[config.mk]
export PLATFORM = sky130hd
export DESIGN_NAME = fwd_hazard_unit
export DESIGN_NICKNAME = d
export VERILOG_FILES = /design/src/rtl/fwd_hazard_unit.sv
export SDC_FILE = /design/constraint.sdc
export NUM_CORES = 1
export LEC_CHECK = 0
export ABC_AREA = 1
export ABC_CLOCK_PERIOD_IN_PS = 4200
export CAP_MARGIN = 5
export CORE_MARGIN = 4
export CORE_UTILIZATION = 40
export DETAILED_ROUTE_END_ITERATION = 12
export PLACE_DENSITY = 0.71
export SYNTH_ARGS = -nofsm -noshare
export SYNTH_HDL_FRONTEND = slang
export SYNTH_SLANG_ARGS = --single-unit
[constraint.sdc]
create_clock -name clk_i -period 4.2 [get_ports clk_i]
set_clock_uncertainty 0.2 [all_clocks]
set_input_delay 0.42 -clock clk_i [delete_from_list [all_inputs] [get_ports clk_i]]
set_output_delay 0.42 -clock clk_i [all_outputs]
set_load 0.05 [all_outputs]
[src/rtl/fwd_hazard_unit.sv]
// Forwarding select and load-use hazard unit for the in-order pipeline.
// It tracks in-flight destinations in its own shift-register scoreboard, which starts at EX.
module fwd_hazard_unit #(
  parameter int ADDR_W   = 5,
  parameter int NSRC     = 2,
  parameter int DEPTH    = 2,
  parameter int LOAD_LAT = 1,
  parameter int CNT_W    = 16,
  localparam int SEL_W   = $clog2(DEPTH + 1)
) (
  input  logic                   clk_i,
  input  logic                   rst_i,
  input  logic                   hold_i,
  input  logic                   flush_i,
  input  logic                   id_valid_i,
  input  logic [NSRC*ADDR_W-1:0] id_src_addr_i,
  input  logic [NSRC-1:0]        id_src_use_i,
  input  logic [ADDR_W-1:0]      id_dst_addr_i,
  input  logic                   id_wb_i,
  input  logic                   id_load_i,
  output logic                   stall_o,
  output logic                   ex_valid_o,
  output logic [NSRC*SEL_W-1:0]  fwd_sel_o,
  output logic [CNT_W-1:0]       stall_cnt_o
);

  logic [DEPTH-1:0]             sb_valid;
  logic [DEPTH-1:0]             sb_wb;
  logic [DEPTH-1:0]             sb_load;
  logic [DEPTH-1:0][ADDR_W-1:0] sb_dst;

  logic [NSRC*SEL_W-1:0] sel_next;
  logic [NSRC-1:0]       hazard;
  logic [ADDR_W-1:0]     src;
  logic                  issue;

  // Scan from oldest to youngest, so the lowest matching entry overwrites any older match.
  always_comb begin
    sel_next = '0;
    hazard   = '0;
    src      = '0;
    for (int s = 0; s < NSRC; s++) begin
      src = id_src_addr_i[s*ADDR_W +: ADDR_W];
      for (int j = DEPTH - 1; j >= 0; j--) begin
        if (id_src_use_i[s] && (src != '0) && sb_valid[j] && sb_wb[j] &&
            (sb_dst[j] == src)) begin
          sel_next[s*SEL_W +: SEL_W] = SEL_W'(j + 1);
          hazard[s] = sb_load[j] && (j < LOAD_LAT);
        end
      end
    end
  end

  assign stall_o = id_valid_i && !flush_i && (|hazard);
  assign issue   = id_valid_i && !flush_i && !stall_o;

  always_ff @(posedge clk_i or negedge rst_i) begin
    if (!rst_i) begin
      sb_valid    <= '0;
      sb_wb       <= '0;
      sb_load     <= '0;
      sb_dst      <= '0;
      ex_valid_o  <= 1'b0;
      fwd_sel_o   <= '0;
      stall_cnt_o <= '0;
    end else if (!hold_i) begin
      for (int j = 1; j < DEPTH; j++) begin
        sb_valid[j] <= sb_valid[j-1];
        sb_wb[j]    <= sb_wb[j-1];
        sb_load[j]  <= sb_load[j-1];
        sb_dst[j]   <= sb_dst[j-1];
      end
      // A stalled or flushed slot enters EX as a bubble.
      sb_valid[0] <= issue;
      sb_wb[0]    <= issue && id_wb_i;
      sb_load[0]  <= issue && id_load_i;
      sb_dst[0]   <= issue ? id_dst_addr_i : '0;
      ex_valid_o  <= issue;
      fwd_sel_o   <= issue ? sel_next : '0;
      if (stall_o && (stall_cnt_o != '1)) begin
        stall_cnt_o <= stall_cnt_o + 1'b1;
      end
    end
  end

endmodule

# Word-level counts from Yosys, hierarchy flattened
# Index checks and enable logic that the tools add are counted.
# W data, S select, Z words.
[totals] reg_bits=36 inputBits=24 out_inout_bits=22 word_cells=49
[classes] addsub=1 n_eq_ne=5 n_mux=8 bitwise_logic=1 reduce_logical=26
[op_table] op="$eq A5 B5 Y1" n=4
[op_table] op="$logic_and A1 B1 Y1" n=20
[op_table] op="$add A16 B1 Y16 const B" n=1
[op_table] op="$ne A16 B16 Y1 const B" n=1
[op_table] op="$reduce_bool A5 Y1" n=2
[op_table] op="$mux W2" n=4
[op_table] op="$mux W5" n=1
[op_table] op="$mux W4" n=1
[op_table] op="$logic_not A1 Y1" n=2
[op_table] op="$mux W1" n=2
[op_table] op="$reduce_and A2 Y1" n=1
[op_table] op="$reduce_or A2 Y1" n=1
[op_table] op="$not A1 Y1" n=1

# Longest topological paths before layout
# Gate-level depths: netlist (run 1).
[depth] word_depth=11 ltp_mapped=12

# Worst setup path before layout (run 1)
# No wires, ideal clock.
[synth_path] path_kind="reg-to-reg" from="register stall_cnt_o[0]" to="register stall_cnt_o[12]" setup_time_ns=0.066 t_arrival_ns=2.023 t_required_ns=3.934 path_slack_ns=1.911 path_stages_with_launch=11 period_less_slack_ns=2.289 cell_sequence="dfrtp_1 > ha_1 > nand3_2 > nor3_4 > nand2_2 > nor2_4 > nand3_4 > nand4_4 > buf_6 > nand2_1 > nand2_1"
[synth_between] elab_chain_cells=3 elab_cells_between_ends=4 classes_between="add/sub (1); eq/ne (1); reduce/logical (2)"
[synth_lines] element="start, declared" line="24" rtl="output logic [CNT_W-1:0] stall_cnt_o"
[synth_lines] element="start signal, assigned" line="81" rtl="stall_cnt_o <= stall_cnt_o + 1'b1;"
[synth_lines] element="parallel branches: the longest is 3 deep, another holds $add A16 B1 Y16"
# Several ways; the timed one is not identified.
# A chain may end at the register's enable or synchronous reset.

# Final worst setup path (run 1)
[layout_path] from="input port id_src_addr_i[0]" to="output port stall_o"
[layout_between] elab_chain_cells=8 elab_cells_between_ends=9 classes_between="eq/ne (1); mux (1); reduce/logical (7)"
[layout_lines] element="start, declared" line="16" rtl="input logic [NSRC*ADDR_W-1:0] id_src_addr_i,"
[layout_lines] element="$reduce_bool A5 Y1" line="45" rtl="if (id_src_use_i[s] && (src != '0) && sb_valid[j] && sb_wb[j] &&"
[layout_lines] element="$logic_and A1 B1 Y1 (3 in a row)" line="45"
[layout_lines] element="$logic_and A1 B1 Y1 *" line="45"
[layout_lines] element="$mux W1 *" line="45"
[layout_lines] element="$reduce_or A2 Y1 *" line="54" rtl="assign stall_o = id_valid_i && !flush_i && (|hazard);"
[layout_lines] element="$logic_and A1 B1 Y1 *" line="54"
[layout_lines] element="end, declared" line="21" rtl="output logic stall_o,"
# Every way passes the cells marked *; elsewhere a longest branch is shown, timed or not.

==> results of run 1 <==
## cell type report
cell class / instances / area [um^2]
timing repair buffer: 47 / 465
clock inverter: 2 / 35.0
clock buffer: 6 / 82.6
multi-input combinational: 225 / 1110
tap: 70 / 87.6
inverter: 37 / 139
sequential: 35 / 876
fill: 502 / 2370
## kinds of logic after synthesis
kind of cell	Yosys count
AOI/OAI and AO/OA	23
DFF	35
adders and majority gates	1
buffers and inverters	44
xor gates and xnor gates	16
and+or+nand+nor	185
## metrics by stage
step	worst slack, ns	cell area, um^2
final	1.04	2800
after global routing	0.857	2800
after CTS	1.03	2800
after detailed placement	1.05	2680
after global placement	1.03	2680
after floorplan	1.91	2170
## flip-flops by register name, summed over array words and instances, names as in the netlist
name and flops:
stall_cnt_o 16, sb_dst 10, fwd_sel_o 4, sb_valid 2
sb_wb 2, sb_load 1
## synth_stat cells, drive strengths merged
cell	count	area (um^2)
nand4	11	83.8
nor3	6	41.3
nor4	1	6.26
xnor2	4	35.0
o22ai	3	18.8
nor2	26	108
ha	1	12.5
nand3	34	188
inv	37	139
buf	5	31.3
dfrtp	35	876
o21ai	15	75.1
nand2	106	400
nor4b	1	15.0
xor2	12	105
clkbuf	2	7.51
a21oi	5	25.0
## worst min-delay path, cell delays in order (launching register included)
cell                      delay [ns]
sky130_fd_sc_hd__dfrtp_1        0.35
sky130_fd_sc_hd__nand2_1        0.05
sky130_fd_sc_hd__nand2_1        0.05
## power groups by stage
stage          logic (uW)  registers [uW]  clock network, uW
2_1_floorplan        42.5             362                  0
3_3_place_gp         90.4             363                  0
3_5_place_dp         90.6             363                  0
4_1_cts              91.2             356                328
5_1_grt               103             357                351
6_report             90.3             356                323
## routing by layer
layer | GRT usage, % | routed length [um]
met1 | 25.2 | 2730
met2 | 29.9 | 2440
met3 | 5.04 | 356
met4 | 5.98 | 79
met5 | 0 | 0
## worst min path at each step
stage / cells past startpoint / end / slack (ns) / start
after floorplan: 0 / fwd_sel_o[0] / -0.08 / rst_i
after global placement: 2 / sb_wb[1] / 0.26 / sb_wb[1]
after detailed placement: 2 / fwd_sel_o[0] / 0.27 / fwd_sel_o[0]
after CTS: 2 / sb_wb[1] / 0.29 / sb_wb[1]
after global routing: 2 / fwd_sel_o[0] / 0.30 / fwd_sel_o[0]
final: 2 / fwd_sel_o[0] / 0.29 / fwd_sel_o[0]
==> impl.org, run 1 <==
** Floorplan
- Number of core rows :: 26
- Die footprint :: 0.00666 mm^2
- Die boundary height :: 81.6 um
- The initial utilization of the core area, before any placement, comes to 41.9%.
- Core Footprint :: 0.00517 mm^2
- 46 I/O pins were placed.
- Measured along the x axis, the die boundary spans 81.6 um.

** Worst setup path
- In this run the worst path has a maximum fanout of 5.
- Across all register-to-register paths, the minimum setup slack is 1.95 ns.
- The worst setup path is of the input port to output pin kind.
- Measured in cells, the most critical reg-to-reg path has a length of 11.
- Most used cell along the critical path :: sky130_fd_sc_hd__nand3_1
- For the worst setup path, the data required time is 3.58 ns.
- The number of buffers and inverters on the critical path is 4.
- The worst register-to-register path begins at sb_dst[1].
- At the worst endpoint, the arrival time is 2.54 ns.
- Crit. path cell count :: 10
- On the critical path, the stage with the largest delay is an instance of sky130_fd_sc_hd__clkdlybuf4s50_1.
- Chain of cells forming the critical path :: clkdlybuf4s50_1 -> inv_1 -> nand2_1 -> nand3_1 -> nor2_1 -> nand3_1 -> nand2_1 -> nand3_1 -> inv_1 -> clkdlybuf4s50_1
- Critical path endpoint :: stall_o
- CP Capture Type :: output pin
- Crit-path leading delay family :: buffers and inverters
- Slowest cell delay on critical path :: 0.80 ns
- Launch point of the worst path :: id_src_addr_i[0]
- CP Launch Type :: input port
- Reg2Reg Capture Point :: sb_wb[0]

** Global routing
- The initial antenna violation count was 0.
- Pin count of the biggest net entering global routing :: 36
- Overall overflow remaining after global route :: 0
- Tot GR Track Use :: 18.9%
- Global-route wire length before repair :: 9570 um
- Vias in the first global route :: 2066

** Route
- Drt initial violations :: 123
- Dividing the detail-routed wire length by the instance count gives 13.3 um.
- Detailed-route wire length :: 5610 um
- For this run, the detailed router's first-pass iteration total came to 4.
- Average via count per standard cell :: 4.93
- The count of nets left with antenna violations once routing finished came out at 0.
- Summing over every cut layer, the via total after detailed routing is 2081.
- Number of remaining DRC errors :: 0

** Finish
- Fraction of layout instances using a drive strength above 1 :: 5.11%
- From synthesis to final layout, the design area changed by 29.2%.
- Layout Nets :: 376
- Once layout is complete, the cells apart from fillers number 422.
- 0 antenna diodes ended up in the layout.
- Util after Layout :: 54.1%
- Commonest non-fill, non-tap cell in the layout :: sky130_fd_sc_hd__nand2_1
- In the layout the commonest cells are sky130_fd_sc_hd__nand2_1, sky130_fd_sc_hd__clkdlybuf4s50_1, sky130_fd_sc_hd__inv_1.

** Pwr
- The worst-case IR drop observed on VDD is 161 uV.
- Net Sw Power :: 193 uW
- Registers are responsible for 46.3% of the overall power.
- For this design the static power due to leakage is 0.00137 uW.
- Dividing total power by cell area gives a power density of 275 mW/mm^2.
- Total power after layout :: 770 uW
- The clock network accounts for 42.0% of the total power.
- Cell internal power was estimated by the tool at 577 uW.
- The share of total power dissipated in combinational logic is 11.7%.
- In this run switching power makes up 25.1% of total power.

** Timing
- Highest clock frequency the design can meet :: 0.316 GHz
- Pins over their slew limit :: 0
- Hold is met by 0.285 ns.
- Total setup violations reported at the end of the flow :: 0
- For the final routed database, the setup TNS stands at 0 ns.
- Of the available clock period, the critical path in the final layout requires 75.3%.
- The final count of hold timing violations was 0.
- Measured against its own limit, the worst slew margin works out to 45.7%.
- For the finished layout, the period the worst path requires is 3.16 ns.
- At the pin with the least slew margin, the transition time is 0.812 ns.
- Setup repair after global routing left no endpoint under its margin.

** Hold path
- Hold WC Path Type :: flop to flop

** Clock network
- Post-CTS timing repair inserted 0 buffers for setup.
- Clock sink total :: 35
- CTS tree :: done
- Count of hold buffers inserted by post-cts repair :: 0
- The H-tree was split into 2 levels.
- Clock-pin slew was measured on the worst setup and hold paths at 0.08 ns.
- Counting the buffers created by CTS gives 5.
- Post-cts sizing count :: 0
- No sink is reached through more buffers than the 2 on the longest clock path.
- CTS root buf :: sky130_fd_sc_hd__clkbuf_8
- Clock latency reported for the late side of the worst-skew pair :: 0.29 ns

** Synthesis
- Post-Synthesis Cell Area :: 0.00217 mm^2
- The number of nets handed over by synthesis was 329.
- The synthesized design contains 35 register bits.
- Measured against the total synthesized area, the mux share comes to 0%.
- Synthesis instantiated 25 different standard cells from the library.
- Adder-cell share of the synthesized area :: 0.577%
- Post-synthesis share of cell area spent on xor and xnor gates :: 6.47%
- The synthesized netlist devotes 38.9% of its cell area to simple gates.
- Average cell area after synthesis :: 7.13 um^2
- After synthesis, the largest family of logic cells by area is simple AND/OR/NAND/NOR gates.
- Post-synthesis compound-gate area fraction :: 5.48%
- Yosys printed 0 warnings.
- In the synthesized netlist, the number of instances is 304.
- Summing the sequential cell areas from Yosys gives 40.4% of the chip area.

** Job
- Across the run, the number of max-cap violations was 0.

** Placement
- Buffers placed on the I/O ports in this run total 45.
- Post-Place Cells :: 414
- Final weighted congestion of routability-driven global placement :: 0.928
- Detailed placement finished with a half-perimeter wire length of 4040 um.

** Outcome
- The flow ran to the end, and the final reports show no timing, DRC or antenna violations.
No activity file was read; power rests on OpenSTA's default activity.
==> run 2, diff against run 1 <==
Settings changed: ABC_CLOCK_PERIOD_IN_PS 4200 to 3200.
Clock period 4.2 ns to 3.2 ns, I/O delays scaled along.
==> impl.org, run 2 (same netlist as run 1, synthesis figures left out) <==
** Job
- Number of violations of the max-capacitance limit :: 0

** Pwr
- For this design the static power due to leakage is 0.00136 uW.
- VDD sags by at most 190 uV.
- Net switching is 27.1% of the power.
- Power spread over the standard cell area amounts to 327 mW/mm^2.
- The internal power of the cells totals 659 uW.
- Net Sw Power :: 245 uW
- The share of total power dissipated in sequential elements is 51.7%.
- The clock network accounts for 35.0% of the total power.
- Logic gate share of total power :: 13.3%
- The design draws 904 uW.

** Finish
- Flip-flop count of the largest register, all copies and words added :: 16
- The library cells used most frequently in the layout, excluding fill and tap cells, are sky130_fd_sc_hd__nand2_1, sky130_fd_sc_hd__clkdlybuf4s50_1, sky130_fd_sc_hd__inv_1.
- Largest registers in the final layout :: stall_cnt_o x16, sb_dst x10, fwd_sel_o x4
- Cells with a size suffix above 1 make up 5.10% of the layout.
- Summing all multi-input logic gate instances after layout gives 0.00111 mm^2.
- The sequential cells in the finished layout cover a total of 876 um^2.
- The register with the most flip-flops in the final layout is stall_cnt_o.
- With fillers left out, the area of the finished cells amounts to 0.00277 mm^2.
- Fill cells in the final layout number 509.
- Area growth, synth to finish :: 27.7%
- Leaving out fill and tap cells, the most frequent cell in the layout is sky130_fd_sc_hd__nand2_1.
- 0 antenna diodes ended up in the layout.
- Layout Nets :: 377

** Clock network
- The clock passes through at most 2 buffers.
- TritonCTS built the clock tree.
- The clock tree synthesis step divided the H-tree into 2 levels.
- Post-CTS timing repair inserted 0 buffers for setup.
- After clock tree synthesis, the repair step resized 0 gates.
- The tree built by TritonCTS fans out to 35 sinks.
- After clock tree synthesis, the flow added hold-fix buffers numbering 0.
- Counting the buffers created by CTS gives 5.
- Worst-path clk slew :: 0.07 ns
- CTS root buf :: sky130_fd_sc_hd__clkbuf_8
- Clock latency reported for the late side of the worst-skew pair :: 0.29 ns

** Route
- Avg WL per Cell :: 13.3 um
- For this run, design rule violations remaining after detail routing come to 0.
- Via Count :: 2072
- Summed over all layers, the routed wires come to 5630 um.
- After the first detailed-routing iteration, the DRC count stood at 118.
- Using the TritonRoute via totals, the vias-per-cell ratio works out to 4.90.
- 1st-pass router iterations :: 4
- Detail Route Antenna Nets :: 0

** Placement
- Setup Slack @ Placement :: 0.639 ns
- Detailed placement HPWL :: 4230 um
- The congestion estimate from routability-driven global placement came to 0.872.
- Total of buffers placed on input and output ports :: 45
- Area after DPL :: 0.00269 mm^2

** Timing
- In this run the tightest slew margin relative to its limit is 52.6%.
- Total setup violations reported at the end of the flow :: 0
- The worst path meets setup with 0.790 ns of slack.
- Final cycle utilization of the critical path :: 75.3%
- At the pin with the least slew margin, the transition time is 0.709 ns.
- Based on the critical path, the design can be clocked at up to 0.415 GHz.
- RSZ-0062 raised after global routing :: no
- The final count of hold timing violations was 0.
- Pins over their slew limit :: 0
- The routed design could run at a clock period as short as 2.41 ns.
- Setup_tns :: 0 ns

** Worst setup path
- In this run the critical register-to-register path is launched from sb_dst[1].
- Critical path class :: input port to output pin
- For the worst setup path, the data required time is 2.68 ns.
- Data arrival at the endpoint of the critical path :: 1.89 ns
- The worst setup path is captured at an output pin.
- For flop-to-flop paths, the worst setup slack is 1.03 ns.
- The worst setup path is launched from an input port.
- Reg2Reg Capture Point :: fwd_sel_o[2]
- R2r worst-path depth :: 11
- Maximum fanout encountered on the critical timing path :: 3

** Floorplan
- From left edge to right edge, the die measures 81.6 um.
- After floorplanning, the core was sized to cover 0.00517 mm^2.
- Starting Density :: 41.9%
- Top-level port count :: 46
- The die covers 0.00666 mm^2.
- Number of core rows :: 26
- Die boundary height :: 81.6 um

** Global routing
- Entering global routing, the biggest net connects 36 pins.
- In the global route stage, overall resource usage came out at 18.8%.
- The first global-routing pass estimated 9600 um of wire.
- The initial antenna violation count is 0.
- Vias in the first global route :: 2033
- Overall overflow remaining after global route :: 0

** Hold path
- Hold WC Path Type :: input port to async pin

** Outcome
- Result of the run :: completed
run 2: worst max path at each step:
| stage | startpoint | endpoint |
|---|---|---|
| after global placement | id_src_addr_i[5] | stall_cnt_o[7] |
| after detailed placement | id_src_addr_i[6] | stall_cnt_o[2] |
| final | id_src_addr_i[6] | stall_o |
| after floorplan | stall_cnt_o[0] | stall_cnt_o[12] |
| after CTS | id_src_addr_i[6] | stall_o |
| after global routing | id_src_addr_i[6] | stall_o |
run 2: final cells by class:
cell class                      instances  area share [%]
Multi-Input combinational cell        225            40.2
Sequential cell                        35            31.6
Timing Repair Buffer                   48            17.0
Inverter                               37            5.02
Tap cell                               70            3.16
Clock buffer                            7            2.76
Clock inverter                          1           0.181
run 2: critical path: stages:
cell	delay (ns)
sky130_fd_sc_hd__clkdlybuf4s50_1	0.51
sky130_fd_sc_hd__inv_1	0.08
sky130_fd_sc_hd__nand2_1	0.06
sky130_fd_sc_hd__nand3_1	0.10
sky130_fd_sc_hd__nor2_1	0.15
sky130_fd_sc_hd__nand3_1	0.11
sky130_fd_sc_hd__nand2_1	0.08
sky130_fd_sc_hd__nand3_1	0.16
sky130_fd_sc_hd__inv_1	0.11
sky130_fd_sc_hd__buf_4	0.20
run 2: power groups by stage:
stage	Combinational (uW)	Sequential (uW)	Clock (uW)
2_1_floorplan	55.8	476	0
3_3_place_gp	120	475	0
3_5_place_dp	121	475	0
4_1_cts	122	467	319
5_1_grt	136	468	346
6_report	120	467	317
run 2: through the flow:
step | util (%) | std cells | hold slack, ns
finish | 53.5 | 423 | 0.244
global route | 53.5 | 423 | 0.289
CTS | 53.5 | 423 | 0.271
detailed placement | 51.9 | 415 | 0.270
global placement | 51.9 | 415 | 0.265
floorplan | - | 304 | -0.176
run 2: metal layers:
metal,GRT usage (%),part of all wire [%],up-vias
met3,3.73,4.4,6
met2,31.2,47,44
li1,-,-,1062
met4,4.98,0.91,0
met5,0,0,-
met1,25.0,48,960
==> run 3, diff against run 2 <==
Settings changed: ABC_CLOCK_PERIOD_IN_PS 3200 to 2350.
Clock period 3.2 ns to 2.35 ns, I/O delays scaled along.
==> impl.org, run 3 (same netlist as run 1, synthesis figures left out) <==
** Clock network
- Clock latency reported for the late side of the worst-skew pair :: 0.28 ns
- The H-tree was split into 2 levels.
- In this run the deepest clock path goes through 2 buffers.
- TritonCTS built the clock tree.
- Count of hold buffers inserted by post-cts repair :: 0
- CTS root buf :: sky130_fd_sc_hd__clkbuf_8
- After clock tree synthesis, the clock-pin slew on the worst setup and hold paths is 0.07 ns.
- Cts bufs inserted :: 5
- Clock sink total :: 35

** Global routing
- Global-route wire length before repair :: 9390 um
- Vias in the first global route :: 2071
- Antenna violations before repair :: 0
- Pin count of the biggest net entering global routing :: 36
- Global routing finished with a remaining overflow of 0.
- Tot GR Track Use :: 18.2%

** Route
- After detailed routing, the number of remaining DRC violations is 0.
- Detail Route Antenna Nets :: 0
- The routed layout has 2123 vias.
- For this run, the detailed router's first-pass iteration total came to 4.
- Detailed-route wire length :: 5460 um
- Average via count per standard cell :: 4.91
- Avg WL per Cell :: 12.6 um
- Drt initial violations :: 94

** Finish
- The largest registers in the layout are stall_cnt_o x16, sb_dst x10, fwd_sel_o x4.
- The library cells used most frequently in the layout, excluding fill and tap cells, are sky130_fd_sc_hd__nand2_1, sky130_fd_sc_hd__clkdlybuf4s50_1, sky130_fd_sc_hd__inv_1.
- Layout Nets :: 387
- Across the whole layout, storage elements account for 876 um^2.
- Register ranked first by flip-flop count :: stall_cnt_o
- Antenna cells :: 0
- Filler cell count :: 479
- Area growth, synth to finish :: 32.3%
- The multi-input combinational cells in the finished layout cover a total of 0.00112 mm^2.
- The register with the most flip-flops in the layout has 16 of them.
- The post-route netlist has 8.56% of its cells at a drive strength greater than 1.
- Commonest non-fill, non-tap cell in the layout :: sky130_fd_sc_hd__nand2_1

** Hold path
- The tightest min-delay check is of the input port to async pin type.

** Placement
- During placement, the flow inserted port buffers numbering 45.
- Routability-driven placement finished with a final weighted congestion of 0.902.
- The HPWL after detailed placement is 4180 um.

** Worst setup path
- For the worst flop-to-flop path, the logic depth is 9.
- In this run the worst path has a maximum fanout of 4.
- For the worst setup path, the data arrival time is 1.71 ns.
- Required time of the critical path :: 1.91 ns
- Critical path class :: input port to output pin
- For flop-to-flop paths, the worst setup slack is 0.29 ns.
- STA classifies the critical path startpoint as an input port.
- CP Capture Type :: output pin

** Pwr
- Leakage power :: 0.00142 uW
- Across the VDD grid, the largest voltage drop is 332 uV.
- Power spread over the standard cell area amounts to 435 mW/mm^2.

** Floorplan
- For this configuration, the core starts out at a cell density of 41.9%.
- The core region is 0.00517 mm^2.
- Die boundary height :: 81.6 um
- Number of core rows :: 26
- In this run the horizontal extent of the chip is 81.6 um.
- Pin placement for this block handled 46 I/O pins.
- The die covers 0.00666 mm^2.

** Timing
- Pins over their slew limit :: 0
- After layout, the minimum clock period comes to 2.14 ns.
- At the pin with the least slew margin, the transition time is 0.696 ns.
- Final cycle utilization of the critical path :: 91.1%
- In this run the tightest slew margin relative to its limit is 53.5%.
- The final count of hold timing violations came to 0.
- Setup violations remaining at the end of the flow were counted as 0.
- Setup repair after global routing left no endpoint under its margin.
- Static timing analysis puts the maximum clock frequency at 0.467 GHz.
- Adding up every negative setup slack in the final design gives 0 ns.
- Minimum hold slack :: 0.162 ns

** Outcome
- The run finished with clean final reports.

** Job
- Number of violations of the max-capacitance limit :: 0
run 3: power by group:
group / leakage (uW) / switching (uW) / internal (uW)
logic: 0.000890 / 95.5 / 77.4
clock network: 0.0000470 / 209 / 230
registers: 0.000481 / 16.1 / 620
run 3: layout make-up:
class | count | area share, %
clock buffer | 6 | 2.88
clock inverter | 1 | 0.175
inverter | 37 | 4.85
multi-input combinational | 225 | 39.0
sequential | 35 | 30.6
tap | 70 | 3.06
timing repair buffer | 58 | 19.5
run 3: worst paths after layout:
path / startpoint / to
max: id_src_addr_i[3] / stall_o
min: rst_i / sb_dst[5]
max reg2reg: stall_cnt_o[0] / stall_cnt_o[8]
min reg2reg: fwd_sel_o[2] / fwd_sel_o[2]
max in group asynchronous: rst_i / sb_dst[9]
min in group clk_i: fwd_sel_o[2] / fwd_sel_o[2]
run 3: metal layers:
metal	GRT usage (%)	wire (um)	up-vias	share of wire, %
li1	-	-	1085	-
met1	24.2	2560	978	47
met2	30.0	2550	53	47
met3	3.84	289	7	5.3
met4	4.65	53	0	0.97
met5	0	0	-	0
run 3: timing repair:
item / CTS / global route
setup endpoints to repair: 0 / 1
resized for setup: 0 / 2
buffers inserted: 0 / 2
run 3: worst max-delay path: stages:
cell                              delay [ns]
sky130_fd_sc_hd__clkdlybuf4s50_1        0.48
sky130_fd_sc_hd__buf_4                  0.18
sky130_fd_sc_hd__a21oi_1                0.13
sky130_fd_sc_hd__nand2_1                0.08
sky130_fd_sc_hd__nor2_1                 0.09
sky130_fd_sc_hd__nand3_1                0.07
sky130_fd_sc_hd__nand2_1                0.09
sky130_fd_sc_hd__nand3_2                0.12
sky130_fd_sc_hd__inv_2                  0.10
sky130_fd_sc_hd__buf_12                 0.13
run 3: stage by stage:
stage / setup slack (ns) / util (%) / std cells / total power (uW) / area (um^2)
finish: 0.209 / 55.4 / 432 / 1250 / 2870
detailed placement: 0.0543 / 53.3 / 423 / 818 / 2760
global route: 0.0318 / 55.4 / 432 / 1320 / 2870
floorplan: 0.0605 / - / 304 / 724 / 2170
CTS: 0.104 / 55.0 / 430 / 1260 / 2850
global placement: 0.0884 / 53.3 / 423 / 816 / 2760
